===== src/rtl/vedic_mul8_seq.sv =====
// vedic_mul8_seq: sequential 8x8 unsigned multiplier that reuses one 4x4
// Vedic partial-product unit over four cycles. The running sum is kept in
// carry-save form and resolved by a single 16-bit add before presentation.
module vedic_mul8_seq #(
    parameter bit ZERO_SKIP = 1'b0
) (
    input  logic        clk,
    input  logic        rst_n,
    input  logic        in_valid,
    output logic        in_ready,
    input  logic [7:0]  a,
    input  logic [7:0]  b,
    output logic        out_valid,
    input  logic        out_ready,
    output logic [15:0] p,
    output logic        busy
);

    typedef enum logic [2:0] {
        ST_IDLE    = 3'd0,
        ST_PP0     = 3'd1,
        ST_PP1     = 3'd2,
        ST_PP2     = 3'd3,
        ST_PP3     = 3'd4,
        ST_RESOLVE = 3'd5,
        ST_DONE    = 3'd6
    } state_t;

    state_t      state_r;
    state_t      state_nx_s;
    logic [7:0]  a_r;
    logic [7:0]  b_r;
    logic [15:0] sum_r;
    logic [15:0] carry_r;
    logic [15:0] p_r;

    logic [3:0]  nib_a_s;
    logic [3:0]  nib_b_s;
    logic [7:0]  pp_s;
    logic [15:0] pp_ext_s;
    logic [15:0] csa_sum_s;
    logic [15:0] csa_carry_s;
    logic        accept_s;
    logic        zero_hit_s;

    // 2x2 Vedic block: vertical and crosswise terms of two 2-bit operands.
    function automatic logic [3:0] vedic2(input logic [1:0] x, input logic [1:0] y);
        logic t_lo;
        logic t_x1;
        logic t_x2;
        logic t_hi;
        logic c1;
        t_lo = x[0] & y[0];
        t_x1 = x[1] & y[0];
        t_x2 = x[0] & y[1];
        t_hi = x[1] & y[1];
        c1   = t_x1 & t_x2;
        return {t_hi & c1, t_hi ^ c1, t_x1 ^ t_x2, t_lo};
    endfunction

    // 4x4 Vedic block built from four 2x2 blocks and an aligned sum.
    function automatic logic [7:0] vedic4(input logic [3:0] x, input logic [3:0] y);
        logic [3:0] q0;
        logic [3:0] q1;
        logic [3:0] q2;
        logic [3:0] q3;
        q0 = vedic2(x[1:0], y[1:0]);
        q1 = vedic2(x[3:2], y[1:0]);
        q2 = vedic2(x[1:0], y[3:2]);
        q3 = vedic2(x[3:2], y[3:2]);
        return {4'h0, q0} + {2'b00, q1, 2'b00} + {2'b00, q2, 2'b00} + {q3, 4'h0};
    endfunction

    assign accept_s   = in_valid && (state_r == ST_IDLE);
    assign zero_hit_s = ZERO_SKIP && ((a == 8'h00) || (b == 8'h00));

    // Select the nibble pair and alignment for the current partial product.
    always_comb begin
        nib_a_s  = 4'h0;
        nib_b_s  = 4'h0;
        pp_ext_s = 16'h0000;
        case (state_r)
            ST_PP0: begin
                nib_a_s = a_r[3:0];
                nib_b_s = b_r[3:0];
            end
            ST_PP1: begin
                nib_a_s = a_r[7:4];
                nib_b_s = b_r[3:0];
            end
            ST_PP2: begin
                nib_a_s = a_r[3:0];
                nib_b_s = b_r[7:4];
            end
            ST_PP3: begin
                nib_a_s = a_r[7:4];
                nib_b_s = b_r[7:4];
            end
            default: begin
                nib_a_s = 4'h0;
                nib_b_s = 4'h0;
            end
        endcase
        pp_s = vedic4(nib_a_s, nib_b_s);
        case (state_r)
            ST_PP0:  pp_ext_s = {8'h00, pp_s};
            ST_PP1:  pp_ext_s = {4'h0, pp_s, 4'h0};
            ST_PP2:  pp_ext_s = {4'h0, pp_s, 4'h0};
            ST_PP3:  pp_ext_s = {pp_s, 8'h00};
            default: pp_ext_s = 16'h0000;
        endcase
    end

    // 3:2 carry-save step; the product never exceeds 16 bits so the
    // shifted-out carry bit is always zero and can be dropped.
    always_comb begin
        logic [15:0] maj;
        maj         = (sum_r & carry_r) | (sum_r & pp_ext_s) | (carry_r & pp_ext_s);
        csa_sum_s   = sum_r ^ carry_r ^ pp_ext_s;
        csa_carry_s = {maj[14:0], 1'b0};
    end

    // Next-state sequencing of the partial-product schedule and handshake.
    always_comb begin
        state_nx_s = state_r;
        case (state_r)
            ST_IDLE: begin
                if (accept_s) begin
                    if (zero_hit_s) begin
                        state_nx_s = ST_DONE;
                    end else begin
                        state_nx_s = ST_PP0;
                    end
                end else begin
                    state_nx_s = ST_IDLE;
                end
            end
            ST_PP0:     state_nx_s = ST_PP1;
            ST_PP1:     state_nx_s = ST_PP2;
            ST_PP2:     state_nx_s = ST_PP3;
            ST_PP3:     state_nx_s = ST_RESOLVE;
            ST_RESOLVE: state_nx_s = ST_DONE;
            ST_DONE: begin
                if (out_ready) begin
                    state_nx_s = ST_IDLE;
                end else begin
                    state_nx_s = ST_DONE;
                end
            end
            default:    state_nx_s = ST_IDLE;
        endcase
    end

    // State, operand latch, carry-save accumulator and product register.
    always_ff @(posedge clk or negedge rst_n) begin
        if (!rst_n) begin
            state_r <= ST_IDLE;
            a_r     <= 8'h00;
            b_r     <= 8'h00;
            sum_r   <= 16'h0000;
            carry_r <= 16'h0000;
            p_r     <= 16'h0000;
        end else begin
            state_r <= state_nx_s;
            case (state_r)
                ST_IDLE: begin
                    if (accept_s) begin
                        a_r     <= a;
                        b_r     <= b;
                        sum_r   <= 16'h0000;
                        carry_r <= 16'h0000;
                        if (zero_hit_s) begin
                            p_r <= 16'h0000;
                        end
                    end
                end
                ST_PP0, ST_PP1, ST_PP2, ST_PP3: begin
                    sum_r   <= csa_sum_s;
                    carry_r <= csa_carry_s;
                end
                ST_RESOLVE: p_r <= sum_r + carry_r;
                default: ;
            endcase
        end
    end

    assign in_ready  = (state_r == ST_IDLE);
    assign busy      = (state_r != ST_IDLE);
    assign out_valid = (state_r == ST_DONE);
    assign p         = p_r;

endmodule


===== config.mk =====
export PLATFORM = sky130hd
export DESIGN_NAME = vedic_mul8_seq
export DESIGN_NICKNAME = d
export VERILOG_FILES = /design/src/rtl/vedic_mul8_seq.sv
export SDC_FILE = /design/constraint.sdc
export NUM_CORES = 1
export LEC_CHECK = 0
export CELL_PAD_IN_SITES_DETAIL_PLACEMENT = 1
export CELL_PAD_IN_SITES_GLOBAL_PLACEMENT = 1
export CORE_MARGIN = 5
export CORE_UTILIZATION = 48
export CTS_CLUSTER_SIZE = 30
export DETAILED_ROUTE_END_ITERATION = 8
export MAX_ROUTING_LAYER = met4
export PLACE_DENSITY_LB_ADDON = 0.2
export SYNTH_ARGS = -nofsm -noshare
export SYNTH_HDL_FRONTEND = slang
export SYNTH_SLANG_ARGS = --single-unit

===== constraint.sdc =====
create_clock -name clk -period 12.3 [get_ports clk]
set_clock_uncertainty 0.15 [all_clocks]
set_input_delay 1.845 -clock clk [delete_from_list [all_inputs] [get_ports clk]]
set_output_delay 1.845 -clock clk [all_outputs]
set_load 0.02 [all_outputs]

Word level (Yosys, flattened, before mapping)
Index checks and enable logic that the tools add are counted.

operators by class
  bitwise logic cells = 39
  add/sub/neg operators = 4
  muxes and demuxes = 9
  reduce and logical (&&, ||, !) cells = 12
  eq/ne operators = 7

operators with widths
  operator            count
  $pmux 16 s2         2
  $pmux 16 s3         1
  $and 15x15->15      3
  $xor 16x16->16      2
  $or 15x15->15       2
  $and 1x1->1         24
  $pmux 3 s7          1
  $add 16x16->16      1
  $mux 16             1
  $pmux 4 s2          2
  $reduce_or 2->1     5
  $eq 3x3->1 const B  3
  $add 7x6->8         1
  $add 8x8->8         1
  $xor 1x1->1         8
  $add 4x6->7         1
  $eq 3x2->1 const B  2
  $reduce_and 2->1    2
  $reduce_or 4->1     1
  $eq 3x1->1 const B  1
  $logic_not 3->1     1
  $mux 3              1
  $reduce_bool 3->1   1
  $ne 2x1->1 const B  1
  other kinds (3)     3

word-level totals
  flip-flop bits (word level) = 67
  input bits = 20

Depth between registers and ports, before layout
Gate-level depths: netlist of run 1.

  depth in word-level cells = 14
  depth in mapped cells = 22

Worst setup path after synthesis of run 1
Ideal clock, no wire load.

  kind = register -> register
  from = register state_r[0]
  to = register sum_r[7]
  stages on the path, launching flop included = 22
  clock period less this slack = 4.556 ns
  path slack = 7.744 ns
  data required time = 12.020 ns
  data arrival time = 4.276 ns
  cell sequence = dfrtp_1 > buf_2 > mux2_2 > a22oi_1 > nor2_1 > a21oi_1 > nor2_1 > ha_1 > ha_1 > inv_1 > fa_1 > inv_1 > ha_1 > inv_1 > fa_1 > nand2b_1 > a21oi_1 > xor2_2 > a22o_1 > nand2_1 > fa_1 > o21ai_0

between the ends
  longest elaborated chain between the ends = 12

ends and longest elaborated chain
  what                                               RTL line      RTL
  start, declared                                    29            state_t state_r;
  start signal, assigned                             164           state_r <= state_nx_s;
  $eq 3x3->1 (tied with other cells)                 82, 105, 165
  $reduce_or 2->1 (no source line)                   n/a
  $pmux 4 s2                                         82            case (state_r)
  $and 1x1->1, on equally long branches              54, 55
  $and 1x1->1                                        57            c1 = t_x1 & t_x2;
  $xor 1x1->1 / $and 1x1->1 (equally long branches)  58            return {t_hi & c1, t_hi ^ c1, t_x1 ^ t_x2, t_lo};
  $add 4x6->7                                        71            return {4'h0, q0} + {2'b00, q1, 2'b00} + {2'b00, q2, 2'b00} + {q3, 4'h0};
  $add 7x6->8                                        71
  $add 8x8->8                                        71
  $pmux 16 s3                                        105           case (state_r)
  $xor 16x16->16                                     119           csa_sum_s = sum_r ^ carry_r ^ pp_ext_s;
  $pmux 16 s2                                        165           case (state_r)
  end signal, assigned                               178           sum_r <= csa_sum_s;
  end, declared                                      33            logic [15:0] sum_r;

Parallel ways exist; a longest one is shown, timed or not.
A chain may end at the register's enable or synchronous reset.

Final worst setup path of run 1
Ends and elaborated chain as after synthesis.

==> flow_metrics.tcl, run 1 <==
set metrics [dict create \
    outcome "finished clean" \
    r2r_setup_slack_ps 7000 \
    placementRows 34 \
    die_w_um 105.2 \
    cp.arrival_ps 5340 \
    power_leakage_nw 2.243 \
    yosysTopAreaCellShare_pct 38.00 \
    htreeDepth 3 \
    crit_type "reg -> reg" \
    clockBufferDepth 2 \
    worstHoldEndpoint "p[8]" \
    clkSinkCount 66 \
    clock_latency_ps 340 \
    ys_types 47 \
    start_util_pct 49.60 \
    yosysTopAreaCell "dfrtp_1" \
    cts_root_buffer "clkbuf_8" \
    slew_violations 0 \
    drt_iter0_markers 82 \
    period_share_pct 43.06 \
    synth_seq_cells 66 \
    tns_ps 0 \
    critical_path_required_ps 12350 \
    port_buffers 38 \
    synth-edff-count 0 \
    ios 39 \
    synth_top_flop_cell "dfrtp_1" \
    yosysWarnings 0 \
    drive_gt1_share_pct 10.10 \
    drc 0 \
    timing.fmax_ghz 0.1888 \
    p_per_area_nw_per_um2 229.9 \
    diodes 0 \
    nFillCells 1013 \
    share_comb_of_total_power_pct 49.3 \
    coreArea_um2 8763 \
    final_cell_count_no_fill 593 \
    intPower_mw 0.6334 \
    avgViaCountPerCell 5.543 \
    hold_path_class "reg -> reg" \
    whs_ps 325.2 \
    min_from "p[8]" \
    finalNetCount 547 \
    cp-end-kind "flop" \
    cts_made_buffers 9 \
    firstDrtPassIters 4 \
    area_growth_pct 14.22 \
    grt.total_usage_pct 19.94 \
    vias 3287 \
    cts_tree "built" \
    dieArea_um2 11060 \
    grt_max_degree 67 \
    cts_hold_buf 0 \
    grt_pass1_wl_um 17460 \
    cap_violations 0 \
    final-setup-viol-count 0 \
    tightest_slew_ps 877.2 \
    final_antenna_net_count 0 \
    swShare_pct 44.49 \
    min_period_ps 5297 \
    whs_path_depth 2 \
    hold_viol 0 \
    slew_headroom_pct 41.38 \
    setup_ws_ps 7003 \
    place_inst 577 \
    dp_worst_setup_slack_ps 7078 \
    worst_r2r_path_depth 20 \
    syn_inst 448 \
    cts_resized 0 \
    r2r-end "sum_r[7]" \
    seq_area_frac_synth_pct 38.00 \
    synthArstFlopShare_pct 100.0 \
    synthesis.area_um2 4347 \
    detail_route.wl_per_cell_um 16.81 \
    gp_congestion 0.9225 \
    syn_area_per_cell_um2 9.702 \
    hpwlAfterDp_um 7667 \
    chipHeight_um 105.2 \
    p_clk_share_pct 18.0 \
    synth_nets 515 \
    cts_setup_buffers 0 \
    yosys-top-cells-area "dfrtp_1 (38%), fa_1 (9.2%), ha_1 (7.8%)" \
    r2r_start "state_r[0]" \
    p_switching_mw 0.5078 \
    crit_fanout 23 \
    seq_power_share_pct 32.7 \
    synth_common_cells "dfrtp_1 (66), nand2_1 (61), inv_1 (49), o21ai_0 (44)" \
    rsz0062_at_grt "false" \
    ir_worst_vdd_mv 0.1227 \
    fin_util_pct 56.65 \
    first_global_vias 3541 \
    gr-total-overflow 0 \
    post-synth-top-count-cell "dfrtp_1" \
    antenna_found_initial 0 \
    cp-start-kind "flop" \
    clk_pin_slew_worst_paths_ps 80 \
    drt_wl_total_um 9968 \
]
cell families after synthesis:
logic type | after synthesis | share of synthesized area, %
xor+xnor | 18 | 3.800
compound gates | 113 | 16.49
flops | 66 | 38.00
fa+ha+maj | 47 | 16.98
simple gates | 113 | 11.63
buf+inv | 67 | 6.966
mux | 24 | 6.131
flip-flops by register name, indices dropped and copies added, names as in the netlist:
| register | cells |
|---|---|
| a_r | 8 |
| b_r | 8 |
| carry_r | 15 |
| p | 16 |
| state_r | 3 |
| sum_r | 16 |
worst max-delay path by stage:
stage | from | endpoint | slack (ps) | cells after the start
after global placement | state_r[0] | sum_r[7] | 7220 | 20
after floorplan | state_r[0] | sum_r[7] | 7740 | 21
final | state_r[0] | sum_r[7] | 7000 | 20
after CTS | state_r[0] | sum_r[7] | 7010 | 20
after detailed placement | state_r[0] | sum_r[7] | 7080 | 20
after global routing | state_r[0] | sum_r[7] | 6630 | 20
power by group through the flow:
stage	sequential (mW)	clock [mW]	combinational [mW]
after floorplan	0.357	0	0.427
after global placement	0.372	0	0.545
after detailed placement	0.378	0	0.566
after CTS	0.374	0.209	0.570
after global routing	0.385	0.221	0.634
final	0.374	0.205	0.563
cells in the final DEF (no fill, tap or decap), types with 2 or more instances in the layout:
master	netlist	layout
dfrtp_1	66	66
nand2_1	61	61
inv_1	49	49
o21ai_0	44	44
clkdlybuf4s50_1	0	37
nor2_1	27	27
ha_1	27	27
mux2_2	20	20
fa_1	20	20
a21oi_1	19	19
a22o_1	12	12
clkbuf_8	0	10
xnor2_1	9	9
xor2_1	8	8
nand2b_1	7	7
a21o_1	7	7
a22oi_1	5	5
a31oi_1	5	5
o21ai_1	5	5
nor3_1	4	4
a211oi_1	3	3
mux2i_1	3	3
and3_1	3	3
a32oi_1	3	3
o21a_1	2	2
nand3_1	2	2
bufinv_16	0	2
clkinv_2	0	2
metal layers:
metal,share of wire [%],up-vias,wire length (um),GRT usage [%]
met5,0,-,0,-
met4,1.8,0,178,6.027
met3,3.1,16,310,3.637
met2,51,54,5072,33.18
met1,44,1647,4407,24.74
li1,-,1570,-,-
metrics by stage:
| step | instance area [um^2] | power (mW) |
|---|---|---|
| 2_1_floorplan | 4347 | 0.7835 |
| 4_1_cts | 4965 | 1.153 |
| 5_1_grt | 4965 | 1.240 |
| 3_3_place_gp | 4746 | 0.9171 |
| 3_5_place_dp | 4746 | 0.9435 |
| 6_report | 4965 | 1.141 |
critical path: stages (launching register included):
cell and delay, ps:
dfrtp_1 880, nor2b_1 610, a22oi_1 190, nor2_1 130, a21oi_1 90, nor2_1 140, ha_1 160, ha_1 140
inv_1 50, fa_1 460, inv_1 60, ha_1 160, inv_1 60, fa_1 410, nand2b_1 160, a21oi_1 220
xor2_2 260, a22o_1 170, nand2_1 70, fa_1 490, o21ai_0 80
cell type report:
cell class                 instances  area (um^2)  area share (%)
clock inverter                     5        77.57           1.563
inverter                          49        183.9           3.705
timing repair buffer              39        382.9           7.712
clock buffer                      11        141.4           2.848
multi-input combinational        315         2392           48.19
sequential                        66         1652           33.27
tap                              108        135.1           2.722
Note: power is estimated with default switching activity, not from simulation.
==> inputs of run 2 (changes only) <==
--- a/config.mk
+++ b/config.mk
@@ -8,7 +8,7 @@
 export CELL_PAD_IN_SITES_DETAIL_PLACEMENT = 1
 export CELL_PAD_IN_SITES_GLOBAL_PLACEMENT = 1
 export CORE_MARGIN = 5
-export CORE_UTILIZATION = 48
+export CORE_UTILIZATION = 41
 export CTS_CLUSTER_SIZE = 30
 export DETAILED_ROUTE_END_ITERATION = 8
 export MAX_ROUTING_LAYER = met4
==> constraint.sdc (replaced) <==
create_clock -name clk -period 4.7 [get_ports clk]
set_clock_uncertainty 0.15 [all_clocks]
set_input_delay 0.705 -clock clk [delete_from_list [all_inputs] [get_ports clk]]
set_output_delay 0.705 -clock clk [all_outputs]
set_load 0.02 [all_outputs]
==> run 2 against run 1 <==
Against the previous run: sequential power grew to 2.5 times the previous value; critical path depth shrank 3; worst setup slack lost 6800 ps; final area grew 3.5%; final cell count grew 7.4%; total power grew to 2.7 times the previous value; die area grew 15%; largest power group unchanged; count of clock-buffer cells in the layout grew 3; wire length grew 0.99%; first-iteration DRC count grew 93%.
==> flow_metrics.tcl, run 2 (synthesis results as in run 1) <==
set metrics [dict create \
    cp_top_family "adder cells" \
    power_leakage_nw 2.311 \
    cap_violations 0 \
    placementRows 37 \
    start_util_pct 42.10 \
    total_power_mw 3.076 \
    drt_wl_total_um 10070 \
    antenna_found_initial 0 \
    grt_pass1_wl_um 17460 \
    period_share_pct 95.42 \
    crit_path_top_delay_cell "fa_1" \
    first_global_vias 3680 \
    cp-start-kind "flop" \
    chipHeight_um 113.0 \
    avgViaCountPerCell 5.140 \
    final-setup-viol-count 0 \
    dieArea_um2 12760 \
    p_clk_share_pct 15.6 \
    share_comb_of_total_power_pct 53.8 \
    hold_viol 0 \
    firstDrtPassIters 4 \
    cts_made_buffers 9 \
    grt.total_usage_pct 17.29 \
    gp_congestion 0.9068 \
    port_buffers 38 \
    vias 3274 \
    finalNetCount 563 \
    timing.fmax_ghz 0.2230 \
    cts_hold_buf 0 \
    clock_latency_ps 330 \
    clkSinkCount 66 \
    place_inst 618 \
    ir_worst_vdd_mv 0.2867 \
    clockBufferDepth 2 \
    p_switching_mw 1.348 \
    seq_power_share_pct 30.6 \
    cts_root_buffer "clkbuf_8" \
    slew_headroom_pct 36.04 \
    path_common_cell "fa_1" \
    crit_fanout 14 \
    gr-total-overflow 0 \
    tightest_slew_ps 959.4 \
    clk_pin_slew_worst_paths_ps 70 \
    detail_route.wl_per_cell_um 15.80 \
    post_dp_cell_area_um2 4878 \
    cp-end-kind "flop" \
    drt_iter0_markers 158 \
    cts_tree "built" \
    cp.arrival_ps 4530 \
    design_area_um2 5136 \
    final_antenna_net_count 0 \
    htreeDepth 3 \
    path_cells "buf_6 > and2b_2 > a21oi_1 > buf_4 > nor2_1 > ha_1 > ha_1 > inv_1 > fa_1 > fa_1 > nand2b_1 > a21oi_2 > xor2_2 > a22o_1 > nand2_1 > fa_1 > o21ai_0" \
    hold_path_class "reg -> reg" \
    final_common_cell "dfrtp_1" \
    max_stage_delay_ps 500 \
    min_period_ps 4485 \
    cp_num_buf_inv 3 \
    mostFrequentLayoutCells "dfrtp_1 (63), nand2_1 (61), inv_1 (49)" \
    ios 39 \
    crit_type "reg -> reg" \
    drc 0 \
    die_w_um 113.0 \
    slew_violations 0 \
    hpwlAfterDp_um 7891 \
    p_per_area_nw_per_um2 598.9 \
    drive_gt1_share_pct 14.37 \
    coreArea_um2 10320 \
    area_growth_pct 18.16 \
    critical_path_required_ps 4750 \
    grt_max_degree 42 \
    swShare_pct 43.82 \
    final_cell_count_no_fill 637 \
    diodes 0 \
    outcome "finished clean" \
    intPower_mw 1.728 \
]
## run 2: cell types whose count changed in the layout (fill, tap and decap cells not counted), sizes merged
cell / change
clkinvlp: -1
clkbuf: +3
clkinv: -1
bufinv: -1
buf: +16
## run 2: cell type report
cell class                 count  area (um^2)
fill                        1192         5187
multi-input combinational    315         2422
sequential                    66         1655
timing repair buffer          55        506.7
inverter                      49        183.9
tap                          136        170.2
clock buffer                  14        162.7
clock inverter                 2        35.03
## run 2: path summary, 6_finish.rpt
path                       cells after the start          to        from  slack [ps]
max reg2reg                                   17    sum_r[7]  state_r[0]         220
min                                            2       p[11]       p[11]         330
min in group asynchronous                      1        p[2]       rst_n         370
min reg2reg                                    2       p[11]       p[11]         330
max in group asynchronous                      2  state_r[2]       rst_n        3110
max                                           17    sum_r[7]  state_r[0]         220
## run 2: metrics by stage
stage | TNS [ps] | util (%) | setup WS [ps] | hold WS [ps]
2_1_floorplan | 0 | - | 143.8 | 259.4
3_3_place_gp | 0 | 47.25 | 237.2 | 310.1
3_5_place_dp | 0 | 47.25 | 102.5 | 322.3
4_1_cts | 0 | 49.17 | 74.12 | 339.6
5_1_grt | -46.57 | 49.75 | -26.25 | 355.4
6_report | 0 | 49.75 | 215.2 | 331.3
## run 2: routing by layer
layer / vias up / GRT usage, % / wire, um
met2: 48 / 29.86 / 5080
met5: - / - / 0
li1: 1601 / - / -
met1: 1615 / 20.90 / 4592
met4: 0 / 4.968 / 108
met3: 10 / 2.834 / 285
## run 2: worst min-delay path, stage by stage (launching register included)
cell and delay [ps]:
dfrtp_1 350, nand2_1 40, o21ai_0 60
## run 2: power by group through the flow
stage | sequential, mW | combinational, mW | clock [mW]
final | 0.942 | 1.65 | 0.481
after global routing | 0.970 | 1.84 | 0.523
after CTS | 0.933 | 1.63 | 0.498
after detailed placement | 0.945 | 1.62 | 0
after global placement | 0.934 | 1.56 | 0
after floorplan | 0.934 | 1.12 | 0
## run 2: what timing repair did
item | CTS | global route
resized for setup | 0 | 11
buffers inserted | 0 | 3
setup endpoints to repair | 0 | 9
==> inputs of run 3 (changes only) <==
==> constraint.sdc (replaced) <==
create_clock -name clk -period 4.7 [get_ports clk]
set_clock_uncertainty 0.15 [all_clocks]
set_input_delay 0.94 -clock clk [delete_from_list [all_inputs] [get_ports clk]]
set_output_delay 0.94 -clock clk [all_outputs]
set_load 0.02 [all_outputs]
==> run 3 against run 2 <==
Against the previous run: global-route usage up 0.55 points; fmax increased by 0.67%; count of clock-buffer cells in the layout fell by 2; utilization shrank 0.51 points; sequential power grew 0.4%; flip-flop and latch count did not move; first-iteration DRC count is 20% lower; sequential share of layout area rose by 0.31 points; critical path depth grew 1; clock power decreased by 20%; combinational power about the same; critical endpoint unchanged; largest cell class unchanged; largest power group unchanged.
==> flow_metrics.tcl, run 3 (synthesis results as in run 1) <==
set metrics [dict create \
    vias 3310 \
    grt_max_degree 41 \
    cts_root_buffer "clkbuf_8" \
    diodes 0 \
    htreeDepth 3 \
    area_growth_pct 16.95 \
    period_share_pct 94.79 \
    hold_viol 0 \
    tns_ps 0 \
    drt_wl_total_um 10150 \
    setup_ws_ps 245.0 \
    cp.arrival_ps 4500 \
    dp_worst_setup_slack_ps 47.80 \
    critical_path_required_ps 4750 \
    drt_iter0_markers 126 \
    gr-total-overflow 0 \
    slew_headroom_pct 39.95 \
    detail_route.wl_per_cell_um 16.03 \
    min_period_ps 4455 \
    r2r_start "state_r[0]" \
    grt.total_usage_pct 17.84 \
    clkSinkCount 66 \
    antenna_found_initial 0 \
    min_from "p[12]" \
    cap_violations 0 \
    r2r_setup_slack_ps 250 \
    placementRows 37 \
    coreArea_um2 10320 \
    crit_path_start "state_r[0]" \
    whs_ps 327.5 \
    drc 0 \
    clock_latency_ps 340 \
    power_leakage_nw 2.287 \
    cp-start-kind "flop" \
    firstDrtPassIters 4 \
    rsz0062_at_grt "true" \
    clockBufferDepth 2 \
    ir_worst_vdd_mv 0.2624 \
    final_antenna_net_count 0 \
    hold_path_class "reg -> reg" \
    outcome "finished clean" \
    hpwlAfterDp_um 7929 \
    timing.fmax_ghz 0.2245 \
    avgViaCountPerCell 5.229 \
    drive_gt1_share_pct 14.08 \
    p_per_area_nw_per_um2 586.5 \
    cts_tree "built" \
    slew_violations 0 \
    tightest_slew_ps 900.8 \
    clk_pin_slew_worst_paths_ps 70 \
    final-setup-viol-count 0 \
    ios 39 \
    chipHeight_um 113.0 \
    start_util_pct 42.10 \
    gp_congestion 0.9025 \
    die_w_um 113.0 \
    port_buffers 38 \
    cts_made_buffers 9 \
    dieArea_um2 12760 \
    nFillCells 1187 \
    crit_fanout 5 \
    crit_type "reg -> reg" \
    first_global_vias 3622 \
    final_common_cell "dfrtp_1" \
    mostFrequentLayoutCells "dfrtp_1 (64), nand2_1 (61), inv_1 (49)" \
    finalNetCount 562 \
    grt_pass1_wl_um 17880 \
    cp-end-kind "flop" \
]
==> run 3: worst max-delay path, cell delays in order (launching register included) <==
cell      delay (ps)
dfrtp_2          410
buf_4            120
mux2_2           320
a22oi_1          140
nor2_1            60
a21oi_1          200
nor2_1            80
ha_1             180
ha_1             270
inv_1             50
fa_1             510
fa_2             420
nand2b_1         170
a21oi_2          180
xor2_2           230
a22o_1           160
nand2_1           70
fa_1             490
o21ai_0           80
==> run 3: final cells by class <==
type / instances / area, um^2 / share of cell area (%)
clock buffer: 12 / 135.1 / 2.658
clock inverter: 1 / 5.005 / 0.09845
inverter: 49 / 183.9 / 3.618
multi-input combinational: 315 / 2436 / 47.92
sequential: 66 / 1654 / 32.54
tap: 136 / 170.2 / 3.347
timing repair buffer: 54 / 499.2 / 9.820
==> run 3: routing by layer <==
metal | track usage [%] | up-vias | wire length (um)
li1 | - | 1596 | -
met2 | 30.29 | 52 | 5215
met3 | 3.369 | 15 | 294
met1 | 21.79 | 1647 | 4462
met5 | - | - | 0
met4 | 4.968 | 0 | 177
==> run 3: repair_timing <==
item / in CTS / in global routing
setup buffers: 0 / 2
endpoints found under the setup margin: 0 / 8
gates resized for setup: 0 / 13
endpoints found under the hold margin: 0 / 0
hold buffers: 0 / 0
==> run 3: per-stage QoR <==
step	util, %	instances	area [um^2]	total power [mW]
detailed placement	47.25	618	4878	2.558
floorplan	-	448	4347	2.051
finish	49.24	633	5084	2.982
global route	49.24	633	5084	3.258
CTS	48.61	631	5019	2.959
global placement	47.25	618	4878	2.491
==> run 3: final timing paths <==
kind | to | cells past startpoint
setup / recovery | sum_r[7] | 18
hold / removal | p[12] | 2
setup reg to reg | sum_r[7] | 18
hold reg to reg | p[12] | 2
max in group asynchronous | carry_r[11] | 2
min in group asynchronous | p[1] | 1
==> run 3: where the power goes <==
group	total (mW)	internal (mW)	switching, mW	leakage, nW
clock network	0.383	0.182	0.201	0.0722
registers	0.946	0.763	0.183	0.858
logic	1.65	0.686	0.966	1.36
